$ cat src/rtl/id_issue_queue.sv
// id_issue_queue
// DEPTH-entry FIFO between the decoder and the EX stage. It buffers the PC and
// an opaque decoded payload so the decoder can keep issuing while EX stalls.
// The stall and flush pipeline-control behaviour of the former single-entry
// ID/EX register is kept.
//
// Optional feature: define ID_ISSUE_QUEUE_PERF_EN to add two 16-bit saturating
// counters, perf_full_cycles and perf_flushes.
//
// DEPTH must be a power of two and at least 2. The pointers wrap modulo DEPTH
// through plain binary overflow.
module id_issue_queue #(
    parameter int PC_W      = 30,
    parameter int PAYLOAD_W = 64,
    parameter int DEPTH     = 4
) (
    input  logic                         clk,
    input  logic                         reset_,
    input  logic                         stall,
    input  logic                         flush,
    input  logic                         in_en,
    input  logic [PC_W-1:0]              in_pc,
    input  logic [PAYLOAD_W-1:0]         in_payload,
    output logic                         in_ready,
    output logic                         almost_full,
    output logic                         out_en,
    output logic [PC_W-1:0]              out_pc,
    output logic [PAYLOAD_W-1:0]         out_payload,
`ifdef ID_ISSUE_QUEUE_PERF_EN
    output logic [15:0]                  perf_full_cycles,
    output logic [15:0]                  perf_flushes,
`endif
    output logic [$clog2(DEPTH+1)-1:0]   count
);

    localparam int PTR_W = $clog2(DEPTH);
    localparam int CNT_W = $clog2(DEPTH + 1);
    localparam logic [CNT_W-1:0] CNT_FULL  = CNT_W'(DEPTH);
    localparam logic [CNT_W-1:0] CNT_AFULL = CNT_W'(DEPTH - 1);

    logic [PC_W-1:0]      r_pc_mem [DEPTH];
    logic [PAYLOAD_W-1:0] r_pl_mem [DEPTH];
    logic [PTR_W-1:0]     r_wp;
    logic [PTR_W-1:0]     r_rp;
    logic [CNT_W-1:0]     r_cnt;

    logic w_full;
    logic w_nonempty;
    logic w_push;
    logic w_pop;

    // Ready and valid come only from registered occupancy. This keeps stall
    // and flush off any combinational path to in_ready.
    assign w_full     = (r_cnt == CNT_FULL);
    assign w_nonempty = (r_cnt != '0);
    assign w_push     = in_en & ~w_full & ~flush;
    assign w_pop      = w_nonempty & ~stall & ~flush;

    assign in_ready    = ~w_full;
    assign almost_full = (r_cnt >= CNT_AFULL);
    assign out_en      = w_nonempty;
    assign count       = r_cnt;

    // An empty queue presents a zero bubble to EX. Stale slots stay hidden.
    assign out_pc      = w_nonempty ? r_pc_mem[r_rp] : '0;
    assign out_payload = w_nonempty ? r_pl_mem[r_rp] : '0;

    // Pointer and occupancy update. Flush outranks push, pop and stall.
    always_ff @(posedge clk or negedge reset_) begin
        if (!reset_) begin
            r_wp  <= '0;
            r_rp  <= '0;
            r_cnt <= '0;
        end else if (flush) begin
            r_wp  <= '0;
            r_rp  <= '0;
            r_cnt <= '0;
        end else begin
            if (w_push) begin
                r_wp <= r_wp + PTR_W'(1);
            end
            if (w_pop) begin
                r_rp <= r_rp + PTR_W'(1);
            end
            if (w_push && !w_pop) begin
                r_cnt <= r_cnt + CNT_W'(1);
            end else if (w_pop && !w_push) begin
                r_cnt <= r_cnt - CNT_W'(1);
            end
        end
    end

    // Entry storage. Reset clears every slot so nothing survives a reset.
    always_ff @(posedge clk or negedge reset_) begin
        if (!reset_) begin
            for (int i = 0; i < DEPTH; i++) begin
                r_pc_mem[i] <= '0;
                r_pl_mem[i] <= '0;
            end
        end else if (w_push) begin
            r_pc_mem[r_wp] <= in_pc;
            r_pl_mem[r_wp] <= in_payload;
        end
    end

`ifdef ID_ISSUE_QUEUE_PERF_EN
    logic [15:0] r_perf_full;
    logic [15:0] r_perf_flush;

    assign perf_full_cycles = r_perf_full;
    assign perf_flushes     = r_perf_flush;

    // Saturating event counters: cycles spent full, and flushes that
    // discarded live entries.
    always_ff @(posedge clk or negedge reset_) begin
        if (!reset_) begin
            r_perf_full  <= '0;
            r_perf_flush <= '0;
        end else begin
            if (w_full && (r_perf_full != 16'hFFFF)) begin
                r_perf_full <= r_perf_full + 16'd1;
            end
            if (flush && w_nonempty && (r_perf_flush != 16'hFFFF)) begin
                r_perf_flush <= r_perf_flush + 16'd1;
            end
        end
    end
`endif

endmodule

$ cat config.mk
export PLATFORM = sky130hd
export DESIGN_NAME = id_issue_queue
export DESIGN_NICKNAME = d
export VERILOG_FILES = /design/src/rtl/id_issue_queue.sv
export SDC_FILE = /design/constraint.sdc
export NUM_CORES = 1
export LEC_CHECK = 0
export ABC_CLOCK_PERIOD_IN_PS = 7050
export CORE_UTILIZATION = 55
export CTS_CLUSTER_SIZE = 20
export DETAILED_ROUTE_END_ITERATION = 8
export GPL_ROUTABILITY_DRIVEN = 1
export HOLD_SLACK_MARGIN = 0.05
export PLACE_DENSITY = 0.78
export SLEW_MARGIN = 30
export SYNTH_ARGS = -nofsm -noshare
export SYNTH_HDL_FRONTEND = slang
export SYNTH_SLANG_ARGS = --single-unit
$ cat constraint.sdc
create_clock -name clk -period 7.05 [get_ports clk]
set_clock_uncertainty 0.2 [all_clocks]
set_input_delay 0.705 -clock clk [delete_from_list [all_inputs] [get_ports clk]]
set_output_delay 0.705 -clock clk [all_outputs]
set_load 0.005 [all_outputs]
==> flow_metrics.py <==
metrics = {
    "run_status": {
        "status": "completed",
    },
    "finish": {
        "drive_gt1_share_pct": 41.6,
        "syn_to_final_growth_pct": 19.2,
        "layout.cells.non_filler": 1683,
        "fin_nets": 1354,
        "nFillCells": 2206,
    },
    "global_routing": {
        "grt_pass1_vias": 10600,
        "grt_max_degree": 136,
        "grt_usage_pct": 23.0,
        "antenna_found_initial": 1,
        "grt_pass1_wl_microns": 59200,
        "grt_overflow_total": 0,
    },
    "sta": {
        "slew_viol_final": 0,
        "rsz0062_at_grt": "false",
        "max_freq_ghz": 0.237,
        "setup_violations": 0,
        "relSlewSlack_pct": 37.9,
        "hold_viol": 0,
        "worstMarginPinSlew_ps": 932,
        "min_period_ps": 4220,
        "fin_ws_ps": 2830,
        "fin_tns_setup_ps": 0,
        "finalCritPeriodShare_pct": 59.9,
    },
    "place": {
        "dpl.hpwl_microns": 21100,
        "pre_cts_ws_ps": 3150,
        "dp_cells": 1608,
        "place_congestion": 0.754,
        "io_buffer_count": 198,
    },
    "synthesis": {
        "yosys.area_share.adder_pct": 0.397,
        "synth-seq-cells": 383,
        "yosys.area_share.simple_pct": 4.02,
        "muxShareOfSynthArea_pct": 37.3,
        "synth_compound_area_share_pct": 0.425,
        "synth.distinct_cells": 34,
        "yosys_warnings": 0,
        "syn_area_per_cell_sq_um": 16.5,
        "synth_top_family_by_area": "multiplexers",
        "synth_fp_nets": 1176,
        "syn_inst": 1072,
        "yosysSeqAreaShare_pct": 54.3,
        "synthXorXnorAreaFrac_pct": 0.149,
        "synth_area_sq_mm": 0.0177,
    },
    "floorplan": {
        "core_sq_mm": 0.0316,
        "die_width_microns": 181,
        "start_util_pct": 56.0,
        "row_count": 65,
        "die_y_microns": 181,
        "die_area_sq_mm": 0.0328,
        "io_pins": 199,
    },
    "routing": {
        "drt-pass1-iter-count": 4,
        "vias": 9729,
        "drt-vias-per-instance": 5.78,
        "drtAntennaViolNets": 0,
        "wl_per_cell_microns": 21.5,
        "drtIter0Drc": 456,
        "post-route-drc-count": 0,
        "wl_microns": 36200,
    },
    "setup_path": {
        "worstRegToRegCells": 9,
        "worst_ep_arrival_time_ps": 3320,
        "crit_slowest_cell": "dfrtp_4",
        "startpoint_type": "flop",
        "crit_family": "buffers and inverters",
        "reg2reg_slack_ps": 3570,
        "required_ps": 6140,
        "worst-path-stages": 4,
        "r2r_start": "count[1]",
        "max_stage_delay_ps": 850,
        "crit_path_cell_trace": "buf_4 -> mux4_2 -> and2_1 -> clkdlybuf4s50_1",
        "cp-end-kind": "output pin",
        "critPathKind": "reg -> out",
        "cp_num_buf_inv": 2,
        "path_max_fanout": 55,
        "r2r-end": "count[2]",
    },
    "clock_network": {
        "clkTransAtPathRegs_ps": 60,
        "clockBufferDepth": 3,
        "h-tree-depth": 2,
        "clock-root-buffer": "clkbuf_16",
        "cts.sinks": 383,
        "numCtsBuffers": 42,
        "postCtsResizedCells": 0,
        "tritoncts": "done",
        "clk_latency_ps": 530,
        "cts_hold_buf": 0,
        "postCtsSetupRepairBufs": 0,
    },
    "power_and_ir_drop": {
        "cellLeakagePower_nw": 9.12,
        "p_total_mw": 9.10,
        "power.density_mw_per_mm2": 432,
        "peakVddDrop_v": 0.000279,
    },
    "hold_path": {
        "hp-class": "in -> async",
    },
    "run": {
        "max_cap_violations": 0,
    },
}
layout make-up:
type	instances	area (sq um)	area share (%)
Clock buffer	63	1190	5.65
Antenna cell	1	2.50	0.0119
Multi-Input combinational cell	606	7500	35.6
Sequential cell	383	9590	45.6
Timing Repair Buffer	210	2120	10.1
Tap cell	402	503	2.39
Clock inverter	11	124	0.588
Inverter	7	26.3	0.125
cell usage in the layout (no fill, tap or decap), types with 2 or more instances in the layout:
master	netlist	final
clkbuf_1	23	15
ha_1	4	4
clkinv_2	0	6
buf_12	7	3
mux2_4	60	60
nor2_1	5	5
a21oi_1	2	2
mux2_1	20	20
dfrtp_1	383	381
nand3_1	2	2
dfrtp_4	0	2
inv_6	0	2
clkbuf_8	0	6
nor3_1	3	3
nand2_1	5	2
o21ai_0	3	3
clkdlybuf4s50_1	0	197
clkbuf_16	0	42
and2_1	96	96
inv_1	7	7
bufinv_16	0	2
mux2_2	297	297
mux4_2	94	94
nand2_4	0	2
xnor2_1	2	2
buf_4	3	8
state kept, by name, indices dropped and copies added (netlist names):
signal    cells
count         3
r_pc_mem    120
r_pl_mem    256
r_rp          2
r_wp          2
worst max-delay path by stage:
stage / from / end / slack [ps]
after CTS: r_rp[1] / out_pc[9] / 2770
after floorplan: r_rp[0] / out_payload[28] / 4430
after global routing: r_rp[1] / out_pc[13] / 2680
final: r_rp[1] / out_payload[11] / 2830
after detailed placement: flush / r_pl_mem[145] / 3150
after global placement: flush / r_pl_mem[252] / 3180
metal layers:
layer | vias up | routed length, microns | track usage (%) | share of wire, %
met5 | - | 17 | 0 | 0.047
met1 | 5173 | 16000 | 32.6 | 44
met2 | 221 | 17400 | 36.3 | 48
met3 | 49 | 2080 | 5.22 | 5.8
li1 | 4284 | - | - | -
met4 | 2 | 618 | 5.66 | 1.7
stage by stage:
| stage | hold slack (ps) | util [%] | area, sq um |
|---|---|---|---|
| after CTS | 52.5 | 66.7 | 21100 |
| after detailed placement | 277 | 62.6 | 19700 |
| after global placement | 269 | 62.5 | 19700 |
| final | 17.0 | 66.7 | 21100 |
| after global routing | 82.2 | 66.7 | 21100 |
| after floorplan | 209 | - | 17700 |
power by group:
part           total [mW]  leakage [nW]  switching, mW  internal (mW)
logic                3.35          3.67           1.09           2.26
clock network        2.09         0.646          0.849           1.24
registers            3.66          4.81          0.524           3.13
cell families (layout without fill, tap and decap cells):
family	Yosys count	after routing
fa+ha+maj	5	5
compound gates	11	11
simple gates	116	116
mux	471	471
xor+xnor	3	3
other cells	0	1
buf+inv	83	291
flops	383	383
synth_stat cells:
master	number	share of area (%)
dfrtp_1	383	54
mux2_2	297	19
and2_1	96	3.4
mux4_2	94	12
mux2_4	60	5.1
clkbuf_1	23	0.49
buf_2	22	0.62
mux2_1	20	1.3
buf_6	19	1.2
buf_12	7	0.79
inv_1	7	0.15
nand2_1	5	0.11
nor2_1	5	0.11
ha_1	4	0.28
buf_4	3	0.13
nor3_1	3	0.085
o21ai_0	3	0.085
a21oi_1	2	0.057
buf_1	2	0.043
nand3_1	2	0.057
xnor2_1	2	0.099
a21o_1	1	0.043
a311oi_1	1	0.050
a31oi_1	1	0.035
and3_4	1	0.064
and4_4	1	0.064
fa_1	1	0.11
nand4_1	1	0.035
o211a_1	1	0.057
o311a_1	1	0.057
o31ai_1	1	0.043
or3_1	1	0.035
or3b_4	1	0.064
xor2_1	1	0.050
Power figures use the tool's default switching activity.
